`config.mk`:
```
export PLATFORM = sky130hd
export DESIGN_NAME = wb_stage
export DESIGN_NICKNAME = d
export VERILOG_FILES = /design/src/rtl/cpu_pkg.sv /design/src/rtl/load_extend.sv /design/src/rtl/wb_stage.sv
export SDC_FILE = /design/constraint.sdc
export NUM_CORES = 1
export LEC_CHECK = 0
export ABC_CLOCK_PERIOD_IN_PS = 4300
export BUFFER_PORTS_ARGS = -buffer_cell sky130_fd_sc_hd__buf_4
export CAP_MARGIN = 0
export CORE_MARGIN = 5
export CORE_UTILIZATION = 50
export DETAILED_ROUTE_END_ITERATION = 12
export MAX_ROUTING_LAYER = met4
export PLACE_DENSITY = 0.79
export SKIP_CTS_REPAIR_TIMING = 1
export SYNTH_ARGS = -nofsm -noshare
export SYNTH_HDL_FRONTEND = slang
export SYNTH_SLANG_ARGS = --single-unit
```
`constraint.sdc`:
```
create_clock -name clk -period 4.3 [get_ports clk]
set_input_delay 0.215 -clock clk [delete_from_list [all_inputs] [get_ports clk]]
set_output_delay 0.215 -clock clk [all_outputs]
set_load 0.01 [all_outputs]
```
`src/rtl/cpu_pkg.sv`:
```
// Shared definitions for the RV32I core pipeline.
//   XLEN        - architectural register width
//   wb_state_e  - writeback stage FSM states
//   F3_*        - load funct3 encodings
package cpu_pkg;

    localparam int XLEN = 32;

    typedef enum logic [1:0] {
        EMPTY   = 2'd0,
        WAIT_LD = 2'd1,
        COMMIT  = 2'd2
    } wb_state_e;

    localparam logic [2:0] F3_LB  = 3'b000;
    localparam logic [2:0] F3_LH  = 3'b001;
    localparam logic [2:0] F3_LW  = 3'b010;
    localparam logic [2:0] F3_LBU = 3'b100;
    localparam logic [2:0] F3_LHU = 3'b101;

endpackage

```
`src/rtl/load_extend.sv`:
```
// Load data alignment and extension (purely combinational).
//   funct3_i  - load type (LB/LH/LW/LBU/LHU; undefined codes act as LW)
//   addr_lo_i - byte offset of the load address
//   rdata_i   - raw data-memory word
//   result_o  - aligned, sign/zero-extended register value
module load_extend
    import cpu_pkg::*;
(
    input  logic [2:0]      funct3_i,
    input  logic [1:0]      addr_lo_i,
    input  logic [XLEN-1:0] rdata_i,
    output logic [XLEN-1:0] result_o
);

    logic [7:0]  byte_sel;
    logic [15:0] half_sel;

    always_comb begin
        // NOTE: every signal assigned here gets a value on every path (default
        // first); a missed branch would infer a latch.
        byte_sel = rdata_i[7:0];
        case (addr_lo_i)
            2'd0:    byte_sel = rdata_i[7:0];
            2'd1:    byte_sel = rdata_i[15:8];
            2'd2:    byte_sel = rdata_i[23:16];
            default: byte_sel = rdata_i[31:24];
        endcase

        // Halfwords are assumed aligned: only addr_lo[1] picks the half.
        half_sel = addr_lo_i[1] ? rdata_i[31:16] : rdata_i[15:0];

        result_o = rdata_i;
        case (funct3_i)
            F3_LB:   result_o = {{24{byte_sel[7]}}, byte_sel};
            F3_LBU:  result_o = {24'd0, byte_sel};
            F3_LH:   result_o = {{16{half_sel[15]}}, half_sel};
            F3_LHU:  result_o = {16'd0, half_sel};
            F3_LW:   result_o = rdata_i;
            default: result_o = rdata_i;
        endcase
    end

endmodule

```
`src/rtl/wb_stage.sv`:
```
// Writeback stage of the RV32I pipeline.
//   clk, rst                  - clock, asynchronous active-low reset
//   mem_valid / mem_ready     - handshake with the MEM stage
//   mem_rd, mem_we, mem_is_load, mem_funct3, mem_addr_lo, mem_result
//                             - retiring instruction fields
//   dm_rvalid, dm_rdata       - data-memory read return (one-cycle pulse)
//   wb_en, wb_data, rd_index  - register-file write port (one cycle per retire)
//   ld_pending, ld_pending_rd - outstanding load, for the hazard unit
//   spurious_rvalid           - sticky: read data arrived with no load waiting
//   instret                   - 64-bit retired-instruction counter
module wb_stage
    import cpu_pkg::*;
(
    input  logic            clk,
    input  logic            rst,
    input  logic            mem_valid,
    output logic            mem_ready,
    input  logic [4:0]      mem_rd,
    input  logic            mem_we,
    input  logic            mem_is_load,
    input  logic [2:0]      mem_funct3,
    input  logic [1:0]      mem_addr_lo,
    input  logic [XLEN-1:0] mem_result,
    input  logic            dm_rvalid,
    input  logic [XLEN-1:0] dm_rdata,
    output logic            wb_en,
    output logic [XLEN-1:0] wb_data,
    output logic [4:0]      rd_index,
    output logic            ld_pending,
    output logic [4:0]      ld_pending_rd,
    output logic            spurious_rvalid,
    output logic [63:0]     instret
);

    wb_state_e       state_q, state_d;
    logic [4:0]      rd_q, rd_d;
    logic            we_q, we_d;
    logic [2:0]      funct3_q, funct3_d;
    logic [1:0]      addr_lo_q, addr_lo_d;
    logic [XLEN-1:0] data_q, data_d;
    logic [63:0]     instret_q, instret_d;
    logic            spurious_q, spurious_d;

    logic            accept;
    logic [XLEN-1:0] load_word;

    // Extension uses the latched load attributes and the live memory word.
    load_extend u_load_extend (
        .funct3_i  (funct3_q),
        .addr_lo_i (addr_lo_q),
        .rdata_i   (dm_rdata),
        .result_o  (load_word)
    );

    assign accept = mem_valid && (state_q != WAIT_LD);

    always_comb begin
        state_d    = state_q;
        rd_d       = rd_q;
        we_d       = we_q;
        funct3_d   = funct3_q;
        addr_lo_d  = addr_lo_q;
        data_d     = data_q;
        instret_d  = instret_q + {63'd0, (state_q == COMMIT)};
        spurious_d = spurious_q | (dm_rvalid && (state_q != WAIT_LD));

        case (state_q)
            EMPTY, COMMIT: begin
                if (accept) begin
                    rd_d      = mem_rd;
                    we_d      = mem_we;
                    funct3_d  = mem_funct3;
                    addr_lo_d = mem_addr_lo;
                    if (mem_is_load) begin
                        state_d = WAIT_LD;
                    end else begin
                        data_d  = mem_result;
                        state_d = COMMIT;
                    end
                end else if (state_q == COMMIT) begin
                    // Clear the write-port registers so EMPTY presents zeros.
                    state_d   = EMPTY;
                    rd_d      = '0;
                    we_d      = 1'b0;
                    funct3_d  = '0;
                    addr_lo_d = '0;
                    data_d    = '0;
                end
            end
            WAIT_LD: begin
                if (dm_rvalid) begin
                    data_d  = load_word;
                    state_d = COMMIT;
                end
            end
            default: state_d = EMPTY;
        endcase
    end

    always_ff @(posedge clk or negedge rst) begin
        if (!rst) begin
            state_q    <= EMPTY;
            rd_q       <= '0;
            we_q       <= 1'b0;
            funct3_q   <= '0;
            addr_lo_q  <= '0;
            data_q     <= '0;
            instret_q  <= '0;
            spurious_q <= 1'b0;
        end else begin
            // NOTE: non-blocking assignments so every register samples the
            // pre-edge values regardless of statement order.
            state_q    <= state_d;
            rd_q       <= rd_d;
            we_q       <= we_d;
            funct3_q   <= funct3_d;
            addr_lo_q  <= addr_lo_d;
            data_q     <= data_d;
            instret_q  <= instret_d;
            spurious_q <= spurious_d;
        end
    end

    assign mem_ready       = (state_q != WAIT_LD);
    assign wb_en           = (state_q == COMMIT) && we_q && (rd_q != 5'd0);
    assign wb_data         = data_q;
    assign rd_index        = rd_q;
    assign ld_pending      = (state_q == WAIT_LD);
    assign ld_pending_rd   = rd_q;
    assign spurious_rvalid = spurious_q;
    assign instret         = instret_q;

endmodule

```
Word-level counts from Yosys, hierarchy flattened
Index checks and enable logic that the tools add are counted.
{"block": "totals", "inputBits": 80, "reg_bits": 110}
{"block": "op_classes", "reduce_logical": 14, "muxes": 20, "n_addsub": 1, "n_eq_ne": 11, "bitwise_logic": 1}
{"op": "2-to-1 mux 32 bit", "count": 4}
{"op": "one-hot mux 32 bit (4 select lines)", "count": 1}
{"op": "adder 64 x 1 -> 64 bit", "count": 1}
{"op": "one-hot mux 32 bit (2 select lines)", "count": 1}
{"op": "one-hot mux 8 bit (3 select lines)", "count": 1}
{"op": "2-to-1 mux 16 bit", "count": 1}
{"op": "2-to-1 mux 2 bit", "count": 5}
{"op": "2-to-1 mux 5 bit", "count": 2}
{"op": "== test 3 bit, second input constant", "count": 2}
{"op": "2-to-1 mux 3 bit", "count": 2}
{"op": "!= test 3 bit, second input constant", "count": 2}
{"op": "nonzero test 5 bit", "count": 1}
{"op": "== test 2 x 1 -> 1 bit, second input constant", "count": 2}
{"op": "== test 2 bit, second input constant", "count": 2}
{"op": "logical AND 1 bit", "count": 4}
{"op": "logical NOT 2 bit", "count": 2}
{"op": "one-hot mux 2 bit (2 select lines)", "count": 1}
{"op": "AND reduction 2 bit", "count": 2}
{"op": "AND reduction 4 bit", "count": 1}
{"op": "nonzero test 2 bit", "count": 2}
{"op": "== test 3 x 1 -> 1 bit, second input constant", "count": 1}
{"op": "logical NOT 3 bit", "count": 1}
{"op": "2-to-1 mux 1 bit", "count": 2}
{"op": "!= test 2 x 1 -> 1 bit, second input constant", "count": 1}
{"op": "3 further kinds", "count": 3}

Longest topological paths before layout
Gate-level depths: netlist of run 1.
{"block": "logic_depth", "depth_word": 5, "ltp_mapped": 9, "depth_no_buf": 8}

By module
Synthesis of run 1 repeated with hierarchy kept, for this count alone.
{"block": "hier_totals", "cells_unflattened": 622, "hier_area_um2": 5910.7}
{"module": "wb_stage", "cells_each": 489, "seq_area_each_um2": 2752.6, "area_per_inst_um2": 4941.0, "instances": 1}
{"module": "load_extend", "cells_each": 133, "seq_area_each_um2": 0.0, "area_per_inst_um2": 969.7, "instances": 1}

Worst setup path before layout of run 1
No wires, ideal clock.
{"block": "synth_timing", "kind": "reg2reg", "from": "register state_q[0]", "to": "register instret_q[50] (netlist: instret[50])", "path_slack_ps": 2179, "stages_incl_launch_ff": 10, "period_less_slack_ps": 2121, "setup_ps": 80, "arrival_ps": 2041, "path_buffers": 1, "cell_sequence": "dfrtp_1 -> nor2b_1 -> ha_1 -> ha_1 -> nand3_1 -> nor4_1 -> nand3_1 -> buf_2 -> nor4_1 -> xnor2_1"}
{"block": "synth_via", "elab_chain_cells": 2}
{"item": "from (decl)", "line": "wb_stage.sv:35", "source": "wb_state_e state_q, state_d;"}
{"item": "from (signal assigned)", "line": "wb_stage.sv:113", "source": "state_q <= state_d;"}
{"item": "== test 2 bit", "line": "wb_stage.sv:64", "source": "instret_d = instret_q + {63'd0, (state_q == COMMIT)};"}
{"item": "adder 64 x 1 -> 64 bit", "line": "wb_stage.sv:64"}
{"item": "via instret_d[50]", "line": "wb_stage.sv:41", "source": "logic [63:0] instret_q, instret_d;"}
{"item": "to (signal assigned)", "line": "wb_stage.sv:119", "source": "instret_q <= instret_d;"}
{"item": "to (decl)", "line": "wb_stage.sv:41"}
The timed path passes the listed nets, and every way through them passes these cells.
A chain may end at the register's enable or synchronous reset.

Worst setup path in the final report of run 1
{"block": "layout_timing", "from": "register state_q[0]", "to": "register data_q[26] (netlist: wb_data[26])"}
{"block": "layout_via", "elab_chain_cells": 4, "elab_cells_between_ends": 13, "classes_between": "6 x eq/ne; 2 x mux; 5 x reduce/logical"}
{"item": "== test 2 bit (tied with other cells)", "line": "wb_stage.sv:67, wb_stage.sv:80"}
{"item": "OR reduction 2 bit / logical AND 1 bit (equally long branches)", "line": "wb_stage.sv:67, wb_stage.sv:55"}
{"item": "!= test 3 bit (no line) (tied with other cells)"}
{"item": "AND reduction 4 bit (no line) / one-hot mux 32 bit (2 select lines) (equally long branches)"}
{"item": "to (signal assigned)", "line": "wb_stage.sv:118", "source": "data_q <= data_d;"}
{"item": "to (decl)", "line": "wb_stage.sv:40", "source": "logic [XLEN-1:0] data_q, data_d;"}
Parallel ways exist; a longest one is shown, timed or not.

==> impl_metrics.toml, run 1 <==
[routing]
post-route-drc-count = 0
drtAntennaViolNets = 0
drt_wl_total_um = 15900
met1Wirelength_um = 6450
vias = 5063
routedWlPerCell_um = 17.6
drt-initial-drc-count = 298
vias_per_cell = 5.59
drtPass1Iterations = 5
detailroute.wirelength.met2_um = 7940
route.met3.wl_um = 1190
dr.max_layer_used = "met4"

[synth]
postSynthCellCount = 594
synth-seq-area-share_pct = 48.7
ys_top_cells_by_area = "sky130_fd_sc_hd__dfrtp_1 (49%), sky130_fd_sc_hd__xor2_1 (5.7%), sky130_fd_sc_hd__nand2_1 (5.7%)"
async_flop_share_pct = 100
synthesis.area_per_instance_sq_um = 9.53
dominantRegCellSynth = "sky130_fd_sc_hd__dfrtp_1"
netlist.area_leader.share_pct = 48.7
edff_count_synth = 0
postSynthRegisterBits = 110
yosysUniqueCellTypes = 51
syn_nets = 676
synthDominantAreaCellType = "sky130_fd_sc_hd__dfrtp_1"
yosys_warnings = 0
syn_area_sq_mm = 0.00566

[global_routing]
first_pass_grt_wire_length_um = 25700
maximum_number_of_pins_on_one_net_before_global_route_repair = 74
overflow = 0
number_of_antenna_violations_at_the_first_check_in_global_routing = 0
globalRouteTotalUtil_pct = 25.1
grt_pass1_vias = 4978

[clock_network]
ctsHtreeMaxLevel = 3
cts_made_buffers = 9
clkTransAtPathRegs_ns = 0.07
cts-root-buf = "sky130_fd_sc_hd__clkbuf_16"
clock_tree.buffer_depth = 2
cts.sink_count = 110
later_pin_clock_latency_in_the_skew_report_ns = 0.35
cts_tree = "done"

[pwr]
max-vdd-ir-drop_mv = 0.242
p_leak_nw = 3.67
finalPower_mw = 2.85
power_density_mw_per_mm2 = 385

[sta]
worst_slew_pin_slew_ns = 1.18
fin_crit_sh_pct = 63.5
clock.fmax_mhz = 366
setup_viol_count_final = 0
final-hold-violation-count = 0
rsz0062_at_grt = "no"
final.min_clock_period_ns = 2.73
final_max_slew_viol_count = 0
finalClockSkew_ns = 0.00522
timing.slew.headroom_pct = 21.0
setup-tns-final_ns = 0

[finish]
final_common_cell = "sky130_fd_sc_hd__buf_4"
area_growth_pct = 30.6
layout_common_cells = "sky130_fd_sc_hd__buf_4 (192), sky130_fd_sc_hd__dfrtp_1 (110), sky130_fd_sc_hd__nand2_1 (86)"
number_of_diodes = 0
layout-drive-gt1-share_pct = 30.2
fin_nets = 843

[die]
die-width_um = 116
die_h_um = 116
floorplan.core_area_sq_mm = 0.0110
std_cell_rows = 38
floorplan.die_area_sq_mm = 0.0135
start_util_pct = 51.5
io_pins = 190

[worst_setup_path]
critical_path.max_fanout = 21
r2r_start = "state_q[0]$_DFFE_PN0P_"
r2r_setup_slack_ns = 1.57
worst-setup-path-type = "reg2reg"
cp.arrival_ns = 3.00
setup.worst_path.end_class = "register"
critPathRequiredTime_ns = 4.57
cp-startpoint = "state_q[0]$_DFFE_PN0P_"
start_kind = "register"

[run]
number_of_maximum_capacitance_constraint_violations = 0

[min_path]
hold_class = "in2async"

[placed_design]
place_congestion = 0.867
hpwl_um = 12000
io_buffer_count = 189

[outcome]
status = "completed"
cells by family (layout without fill, tap and decap cells):
group | Yosys count | count (layout) | synth area share, %
muxes | 4 | 4 | 0.752
buffers and inverters | 62 | 234 | 4.78
AOI/OAI and AO/OA | 110 | 110 | 12.9
DFF | 110 | 110 | 48.7
xor gates and xnor gates | 62 | 62 | 9.60
and+or+nand+nor | 244 | 244 | 22.9
adders and majority gates | 2 | 2 | 0.442
sequential cells by signal (all words and copies together), names as in the netlist:
| signal | flops |
|---|---|
| addr_lo_q | 2 |
| funct3_q | 3 |
| instret | 64 |
| ld_pending_rd | 5 |
| spurious_rvalid | 1 |
| state_q | 2 |
| wb_data | 32 |
| we_q | 1 |
final timing paths:
kind | depth (start not counted) | to
setup / recovery | 6 | wb_data[26]$_DFFE_PN0P_
hold / removal | 1 | instret[9]$_DFF_PN0_
setup reg to reg | 6 | wb_data[26]$_DFFE_PN0P_
hold reg to reg | 1 | spurious_rvalid$_DFF_PN0_
max in group asynchronous | 2 | wb_data[14]$_DFFE_PN0P_
min in group clk | 2 | state_q[1]$_DFFE_PN0P_
area by class of cell:
type,count,area (sq um)
clock buffer,11,233
clock inverter,5,50.0
fill,873,3590
inverter,26,97.6
multi-input combinational,422,2640
sequential,110,2750
tap,140,175
timing repair buffer,192,1440
critical path: stages (launching register included):
cell	delay (ns)
sky130_fd_sc_hd__dfrtp_1	0.45
sky130_fd_sc_hd__nand2b_1	0.62
sky130_fd_sc_hd__inv_2	0.20
sky130_fd_sc_hd__nand2_1	0.37
sky130_fd_sc_hd__o21a_1	0.71
sky130_fd_sc_hd__a21oi_1	0.11
sky130_fd_sc_hd__a21oi_1	0.20
power breakdown:
group / internal [mW] / leakage, nW / switching [mW]
sequential: 1.17 / 1.44 / 0.136
clock: 0.449 / 0.143 / 0.371
combinational: 0.352 / 2.08 / 0.367
synthesized netlist by cell type (8+ instances only):
cell type and n:
sky130_fd_sc_hd__inv_1 24, sky130_fd_sc_hd__xor2_1 37, sky130_fd_sc_hd__nor3_1 9, sky130_fd_sc_hd__a21oi_1 37, sky130_fd_sc_hd__a221o_1 8, sky130_fd_sc_hd__xnor2_1 25
sky130_fd_sc_hd__o22a_1 12, sky130_fd_sc_hd__a22o_1 11, sky130_fd_sc_hd__dfrtp_1 110, sky130_fd_sc_hd__nor4_1 11, sky130_fd_sc_hd__nand2_1 86, sky130_fd_sc_hd__o21ai_0 22
sky130_fd_sc_hd__nor2_1 37, sky130_fd_sc_hd__nand3_1 40, sky130_fd_sc_hd__clkbuf_1 22, sky130_fd_sc_hd__nand4_1 10, sky130_fd_sc_hd__a21o_1 11, sky130_fd_sc_hd__nor3_2 8
routing by layer:
layer,vias to the layer above,GRT usage [%]
li1,2391,-
met1,2459,31.6
met2,190,40.9
met3,23,4.30
met4,0,9.13
met5,-,-
metrics by stage:
stage	cell area (sq um)	hold WS [ns]	worst slack [ns]	utilization [%]	instances
floorplan	5660	-0.0806	2.18	-	594
global placement	7110	0.401	1.71	64.7	890
detailed placement	7110	0.413	1.59	64.7	890
CTS	7390	0.0409	1.59	67.3	906
global route	7390	0.0758	1.28	67.3	906
finish	7390	0.00553	1.57	67.3	906
No activity file was read; power rests on OpenSTA's default activity.
==> run 2: changes to the inputs <==
--- a/config.mk
+++ b/config.mk
@@ -5,14 +5,15 @@
 export SDC_FILE = /design/constraint.sdc
 export NUM_CORES = 1
 export LEC_CHECK = 0
-export ABC_CLOCK_PERIOD_IN_PS = 4300
+export ABC_AREA = 1
+export ABC_CLOCK_PERIOD_IN_PS = 2300
 export BUFFER_PORTS_ARGS = -buffer_cell sky130_fd_sc_hd__buf_4
 export CAP_MARGIN = 0
 export CORE_MARGIN = 5
-export CORE_UTILIZATION = 50
+export CORE_UTILIZATION = 48
 export DETAILED_ROUTE_END_ITERATION = 12
 export MAX_ROUTING_LAYER = met4
-export PLACE_DENSITY = 0.79
+export PLACE_DENSITY = 0.78
 export SKIP_CTS_REPAIR_TIMING = 1
 export SYNTH_ARGS = -nofsm -noshare
 export SYNTH_HDL_FRONTEND = slang
==> constraint.sdc (replaced) <==
create_clock -name clk -period 2.3 [get_ports clk]
set_input_delay 0.115 -clock clk [delete_from_list [all_inputs] [get_ports clk]]
set_output_delay 0.115 -clock clk [all_outputs]
set_load 0.01 [all_outputs]
==> run 2 against run 1 <==
Against the previous run: the flow now finishes with violations (negative hold slack); critical path type unchanged; fmax increased by 32%; count of clock-buffer cells in the layout increased by 1; first-iteration DRC count increased by 67%; cell area increased by 15%; critical path depth increased by 5; non-clock buffer count increased by 20.
==> impl_metrics.toml, run 2 <==
[pwr]
share_comb_of_total_power_pct = 30.1
internal_power_mw = 4.22
power_density_mw_per_mm2 = 732
max-vdd-ir-drop_mv = 0.466
p_leak_nw = 4.06
clock_power_share_pct = 29.7
total_switching_power_mw = 2.03
power_frac_seq_pct = 40.2
power.share.switching_pct = 32.5

[global_routing]
number_of_antenna_violations_at_the_first_check_in_global_routing = 0
maximum_number_of_pins_on_one_net_before_global_route_repair = 41
overflow = 0
first_pass_grt_wire_length_um = 34900
globalRouteTotalUtil_pct = 28.5
grt_pass1_vias = 6812

[sta]
fin_crit_sh_pct = 90.0
final_critical_path_setup_slack_ns = 0.231
final-hold-violation-count = 1
rsz0062_at_grt = "no"
final_max_slew_viol_count = 0
worst_slew_pin_slew_ns = 0.748
setup-tns-final_ns = 0
finalClockSkew_ns = 0.00941
clock.fmax_mhz = 483
final.min_clock_period_ns = 2.07
setup_viol_count_final = 0
timing.slew.headroom_pct = 50.1
fin_hold_ws_ns = -0.0263

[routing]
routedWlPerCell_um = 17.5
vias = 6720
vias_per_cell = 5.36
post-route-drc-count = 0
drt-initial-drc-count = 497
drtPass1Iterations = 5
drtAntennaViolNets = 0
drt_wl_total_um = 21900

[worst_setup_path]
critical-path-max-stage-delay_ns = 0.39
cp.arrival_ns = 2.31
critPathTopFamily = "simple AND/OR/NAND/NOR gates"
worst-setup-path-type = "reg2reg"
ff2ff_path_depth = 11
critical_path.max_fanout = 6
critical-path-top-cell-by-count = "sky130_fd_sc_hd__inv_1"
critPathRequiredTime_ns = 2.54
worst-path-buf-inv = 2
cpMaxStageDelayCell = "sky130_fd_sc_hd__dfrtp_1"
start_kind = "register"
worst-path-stages = 11
cell_chain_of_the_critical_path = "inv_1 -> nor2_2 -> ha_2 -> ha_1 -> inv_1 -> nor2_8 -> nand2_4 -> nor2_4 -> nand2_2 -> o21ai_1 -> nand2_1"
setup.worst_path.end_class = "register"

[finish]
fin_nets = 1156
area_growth_pct = 32.1
multi_input_comb_area_sq_mm = 0.00329
largest_register_ffs = 64
layout_common_cells = "sky130_fd_sc_hd__nand2_1 (250), sky130_fd_sc_hd__buf_4 (199), sky130_fd_sc_hd__nor2_1 (128)"
layout.filler_cells = 1179
layout-drive-gt1-share_pct = 24.5
number_of_diodes = 0
final_common_cell = "sky130_fd_sc_hd__nand2_1"
sequential_cell_area_in_the_final_layout_sq_mm = 0.00275

[die]
floorplan.core_area_sq_mm = 0.0132
floorplan.die_area_sq_mm = 0.0159
io_pins = 190
die_h_um = 126
std_cell_rows = 42
start_util_pct = 48.9
die-width_um = 126

[synth]
synth_common_cells = "sky130_fd_sc_hd__nand2_1 (250), sky130_fd_sc_hd__nor2_1 (129), sky130_fd_sc_hd__dfrtp_1 (110), sky130_fd_sc_hd__a21oi_1 (68), sky130_fd_sc_hd__inv_1 (66)"
yosys_warnings = 0
netlist.area_leader.share_pct = 42.6
postSynthCellCount = 880
syn_area_sq_mm = 0.00646
edff_count_synth = 0
synth-seq-area-share_pct = 42.6
dominantRegCellSynth = "sky130_fd_sc_hd__dfrtp_1"
async_flop_share_pct = 100
postSynthRegisterBits = 110
syn_nets = 962
synthesis.area_per_instance_sq_um = 7.34
synth.most_common_cell = "sky130_fd_sc_hd__nand2_1"
yosysUniqueCellTypes = 35
ys_top_cells_by_area = "sky130_fd_sc_hd__dfrtp_1 (43%), sky130_fd_sc_hd__nand2_1 (15%), sky130_fd_sc_hd__nor2_1 (7.5%)"
synthDominantAreaCellType = "sky130_fd_sc_hd__dfrtp_1"

[clock_network]
cts.sink_count = 110
ctsHtreeMaxLevel = 3
cts_made_buffers = 9
cts_tree = "done"
clkTransAtPathRegs_ns = 0.07
later_pin_clock_latency_in_the_skew_report_ns = 0.36
cts-root-buf = "sky130_fd_sc_hd__clkbuf_16"
clock_tree.buffer_depth = 2

[outcome]
status = "finished, violations left"
failed_checks = "negative hold slack"

[placed_design]
hpwl_um = 17500
io_buffer_count = 189
place_congestion = 1.03
place_ws_ns = 0.146

[min_path]
holdPathStages = 3
hold_class = "in2reg"

[run]
number_of_maximum_capacitance_constraint_violations = 0
## run 2: cell types whose count changed after synthesis, sizes merged, moves of 14 or more
cell,before,now
nand2,86,261
nor2,37,145
inv,26,75
a21oi,37,68
o21ai,23,48
nor4,14,0
## run 2: stage by stage
| stage | instances | util (%) | total power [mW] | cell area, sq um |
|---|---|---|---|---|
| final | 1254 | 64.7 | 6.24 | 8530 |
| after global routing | 1254 | 64.7 | 6.58 | 8530 |
| after floorplan | 880 | - | 3.50 | 6460 |
| after detailed placement | 1226 | 60.9 | 4.39 | 8040 |
| after CTS | 1241 | 63.6 | 6.24 | 8390 |
| after global placement | 1226 | 60.9 | 4.37 | 8040 |
## run 2: path summary, 6_finish.rpt
path,end,start,slack (ns)
max in group asynchronous,instret[43]$_DFF_PN0_,rst,1.29
min in group asynchronous,instret[14]$_DFF_PN0_,rst,0.28
hold reg to reg,wb_data[2]$_DFFE_PN0P_,wb_data[2]$_DFFE_PN0P_,0.48
setup / recovery,instret[62]$_DFF_PN0_,state_q[1]$_DFFE_PN0P_,0.23
setup reg to reg,instret[62]$_DFF_PN0_,state_q[1]$_DFFE_PN0P_,0.23
hold / removal,funct3_q[1]$_DFFE_PN0P_,mem_funct3[1],-0.03
## run 2: tightest hold or removal path: stages
cell and delay [ns]:
sky130_fd_sc_hd__buf_4 0.08, sky130_fd_sc_hd__nand2_1 0.04, sky130_fd_sc_hd__o21ai_0 0.06
## run 2: layer usage
metal	global-route usage, %	share of wire, %	vias up	routed length, um
met3	8.59	9.0	76	1960
met5	-	0	-	0
met2	44.9	47	326	10300
li1	-	-	3179	-
met4	12.2	4.8	0	1050
met1	33.9	39	3139	8570
## run 2: cells by family (layout without fill, tap and decap cells)
| family | Yosys count | in the layout | synth area share (%) |
|---|---|---|---|
| xor gates and xnor gates | 47 | 47 | 6.49 |
| and+or+nand+nor | 497 | 497 | 34.3 |
| AOI/OAI and AO/OA | 120 | 120 | 9.55 |
| DFF | 110 | 110 | 42.6 |
| buffers and inverters | 104 | 302 | 6.63 |
| adders and majority gates | 2 | 2 | 0.388 |
## run 2: power by group through the flow
stage / clock network (mW) / logic (mW) / registers [mW]
after floorplan: 0 / 0.878 / 2.62
after global placement: 0 / 1.83 / 2.54
after detailed placement: 0 / 1.86 / 2.53
after CTS: 1.87 / 1.87 / 2.51
after global routing: 1.94 / 2.08 / 2.55
final: 1.86 / 1.88 / 2.51
## run 2: layout make-up
| cell class | instances | share of cell area, % |
|---|---|---|
| multi-input combinational | 666 | 38.5 |
| timing repair buffer | 212 | 19.2 |
| inverter | 75 | 3.30 |
| tap | 176 | 2.58 |
| sequential | 110 | 32.3 |
| clock inverter | 3 | 1.06 |
| clock buffer | 12 | 3.12 |
==> run 3: changes to the inputs <==
--- a/config.mk
+++ b/config.mk
@@ -5,16 +5,15 @@
 export SDC_FILE = /design/constraint.sdc
 export NUM_CORES = 1
 export LEC_CHECK = 0
-export ABC_AREA = 1
 export ABC_CLOCK_PERIOD_IN_PS = 2300
 export BUFFER_PORTS_ARGS = -buffer_cell sky130_fd_sc_hd__buf_4
 export CAP_MARGIN = 0
 export CORE_MARGIN = 5
-export CORE_UTILIZATION = 48
+export CORE_UTILIZATION = 46
 export DETAILED_ROUTE_END_ITERATION = 12
-export MAX_ROUTING_LAYER = met4
-export PLACE_DENSITY = 0.78
+export PLACE_DENSITY = 0.76
 export SKIP_CTS_REPAIR_TIMING = 1
 export SYNTH_ARGS = -nofsm -noshare
 export SYNTH_HDL_FRONTEND = slang
+export SYNTH_HIERARCHICAL = 1
 export SYNTH_SLANG_ARGS = --single-unit
==> run 3 against run 2 <==
Against the previous run: the flow finishes with violations (negative hold slack, negative setup slack); register-to-register slack got worse by 0.37 ns; critical path depth shrank 3; core utilization up 0.68 points; via count fell by 17%; largest cell class unchanged; wire length is 19% lower; sequential cell count is the same.
==> impl_metrics.toml, run 3 <==
[outcome]
status = "finished, violations left"
failed_checks = "negative hold slack, negative setup slack"

[global_routing]
grt_use_met2_pct = 37.0
gr-usage-met3_pct = 4.12
globalRouteTotalUtil_pct = 22.5
first_pass_grt_wire_length_um = 27000
grt_pass1_vias = 5383
maximum_number_of_pins_on_one_net_before_global_route_repair = 64
overflow = 0
number_of_antenna_violations_at_the_first_check_in_global_routing = 0
gr-max-usage-layer = "met2"
grt_util_met1_pct = 29.6

[sta]
final_max_slew_viol_count = 0
rsz0062_at_grt = "yes"
final-hold-violation-count = 1
timing.slew.headroom_pct = 43.1
final_critical_path_setup_slack_ns = -0.139
clock.fmax_mhz = 410
finalClockSkew_ns = 0.00946
final.min_clock_period_ns = 2.44
worst_slew_pin_slew_ns = 0.852
fin_hold_ws_ns = -0.00768
fin_crit_sh_pct = 106
setup_viol_count_final = 4

[finish]
multi_input_comb_area_sq_mm = 0.00295
layout.filler_cells = 1014
layout-drive-gt1-share_pct = 34.0
area_growth_pct = 39.5
fin_nets = 919
largest_register_ffs = 64
layout_common_cells = "sky130_fd_sc_hd__buf_4 (234), sky130_fd_sc_hd__dfrtp_1 (110), sky130_fd_sc_hd__nor2_1 (80)"
final_common_cell = "sky130_fd_sc_hd__buf_4"
number_of_diodes = 0
sequential_cell_area_in_the_final_layout_sq_mm = 0.00275

[synth]
dominantRegCellSynth = "sky130_fd_sc_hd__dfrtp_1"
synth_compound_gate_area_share_pct = 12.2
synthDominantAreaCellType = "sky130_fd_sc_hd__dfrtp_1"
synth_mux_area_share_pct = 3.96
postSynthCellCount = 622
post_synth_fa_ha_maj_area_fraction_pct = 0.423
synth_xor_area_share_pct = 9.19
synth_common_cells = "sky130_fd_sc_hd__dfrtp_1 (110), sky130_fd_sc_hd__nor2_1 (84), sky130_fd_sc_hd__nand2_1 (64), sky130_fd_sc_hd__nand3_1 (51)"
combinational_family_with_the_most_area_after_synthesis = "simple AND/OR/NAND/NOR gates"
synth-seq-area-share_pct = 46.6
postSynthRegisterBits = 110
syn_nets = 704
synthesis.area_per_instance_sq_um = 9.50
netlist.area_leader.share_pct = 46.6
edff_count_synth = 0
syn_area_sq_mm = 0.00591
async_flop_share_pct = 100
ys_top_cells_by_area = "sky130_fd_sc_hd__dfrtp_1 (47%), sky130_fd_sc_hd__nor2_1 (5.3%), sky130_fd_sc_hd__xor2_1 (4.7%)"
synthSimpleGateAreaFrac_pct = 22.1
yosys_warnings = 6
synth.most_common_cell = "sky130_fd_sc_hd__dfrtp_1"
yosysUniqueCellTypes = 49

[routing]
drtPass1Iterations = 5
post-route-drc-count = 0
routedWlPerCell_um = 17.5
drt_wl_total_um = 17700
vias = 5596
drt-initial-drc-count = 494
vias_per_cell = 5.52
drtAntennaViolNets = 0

[clock_network]
later_pin_clock_latency_in_the_skew_report_ns = 0.35
clkTransAtPathRegs_ns = 0.07
ctsHtreeMaxLevel = 3
clock_tree.buffer_depth = 2
cts_tree = "done"
cts.sink_count = 110
cts_made_buffers = 9
cts-root-buf = "sky130_fd_sc_hd__clkbuf_16"

[worst_setup_path]
critical-path-top-cell-by-count = "sky130_fd_sc_hd__ha_4"
cpMaxStageDelayCell = "sky130_fd_sc_hd__or4_4"
ff2ff_path_depth = 8
r2r_setup_slack_ns = -0.14
cp.arrival_ns = 2.70
r2r_start = "state_q[0]$_DFFE_PN0P_"
critical-path-max-stage-delay_ns = 0.59
worst-path-buf-inv = 0
start_kind = "register"
critical_path.max_fanout = 5
cell_chain_of_the_critical_path = "nor2b_2 -> ha_4 -> ha_4 -> nand3_4 -> or2_4 -> or4_4 -> nor4_4 -> xor2_1"
timing.rr.end = "instret[54]$_DFF_PN0_"
critPathRequiredTime_ns = 2.56
setup.worst_path.end_class = "register"
worst-setup-path-type = "reg2reg"
critPathTopFamily = "simple AND/OR/NAND/NOR gates"

[placed_design]
place_ws_ns = -0.0755
hpwl_um = 13000
place_congestion = 0.886
io_buffer_count = 189

[pwr]
power_density_mw_per_mm2 = 708
max-vdd-ir-drop_mv = 0.447
p_leak_nw = 3.97

[die]
floorplan.die_area_sq_mm = 0.0152
die-width_um = 123
start_util_pct = 46.8
io_pins = 190
die_h_um = 123
floorplan.core_area_sq_mm = 0.0126
std_cell_rows = 41

[min_path]
holdPathStages = 2
hold_class = "in2reg"
hold_path.startpoint = "mem_addr_lo[0]"
min_to = "addr_lo_q[0]$_DFFE_PN0P_"

[run]
number_of_maximum_capacitance_constraint_violations = 0
==> run 3: changes by cell type after synthesis, sizes merged, moves of 16 or more <==
| cell | previous run | this run |
|---|---|---|
| xnor2 | 14 | 30 |
| nor2 | 145 | 84 |
| a21oi | 68 | 16 |
| a31oi | 0 | 32 |
| o21ai | 48 | 4 |
| inv | 75 | 19 |
| o22ai | 0 | 17 |
| nand2 | 261 | 64 |
| clkbuf | 9 | 25 |
==> run 3: per-stage QoR <==
| stage | util, % | std cells | setup TNS (ns) | power (mW) | cell area, sq um |
|---|---|---|---|---|---|
| 5_1_grt | 65.4 | 1014 | -1.13 | 6.15 | 8250 |
| 6_report | 65.4 | 1014 | -0.240 | 5.84 | 8250 |
| 3_3_place_gp | 60.9 | 980 | 0 | 4.08 | 7680 |
| 4_1_cts | 63.4 | 996 | -0.383 | 5.83 | 8000 |
| 3_5_place_dp | 60.9 | 980 | -0.149 | 4.13 | 7680 |
| 2_1_floorplan | - | 622 | -0.0141 | 3.34 | 5940 |
==> run 3: cell type report <==
class / count / share of cell area [%]
Multi-Input combinational cell: 447 / 35.8
Sequential cell: 110 / 33.4
Timing Repair Buffer: 248 / 23.4
Clock buffer: 10 / 2.78
Tap cell: 172 / 2.61
Clock inverter: 6 / 1.14
Inverter: 21 / 0.956
==> run 3: power by group <==
group | leakage, nW | internal, mW | switching [mW]
registers | 1.43 | 2.18 | 0.233
clock network | 0.159 | 0.965 | 0.724
logic | 2.38 | 0.836 | 0.898
==> run 3: metal layers <==
metal | wire [um] | vias up
met2 | 8720 | 252
met3 | 1380 | 38
li1 | - | 2630
met1 | 7170 | 2676
met4 | 463 | 0
met5 | 0 | -
==> run 3: worst max path at each step <==
stage	startpoint	to	slack [ns]	depth (start not counted)
detailed placement	state_q[0]$_DFFE_PN0P_	instret[54]$_DFF_PN0_	-0.08	8
finish	state_q[0]$_DFFE_PN0P_	instret[54]$_DFF_PN0_	-0.14	8
floorplan	state_q[0]$_DFFE_PN0P_	instret[59]$_DFF_PN0_	-0.01	8
CTS	state_q[0]$_DFFE_PN0P_	instret[54]$_DFF_PN0_	-0.1	8
global route	state_q[0]$_DFFE_PN0P_	instret[54]$_DFF_PN0_	-0.23	8
global placement	state_q[0]$_DFFE_PN0P_	instret[58]$_DFF_PN0_	0.05	8
==> run 3: logic make-up after synthesis <==
kind of cell               after synthesis
xor gates and xnor gates                62
adders and majority gates                2
DFF                                    110
and+or+nand+nor                        270
buffers and inverters                   66
muxes                                   11
AOI/OAI and AO/OA                      101
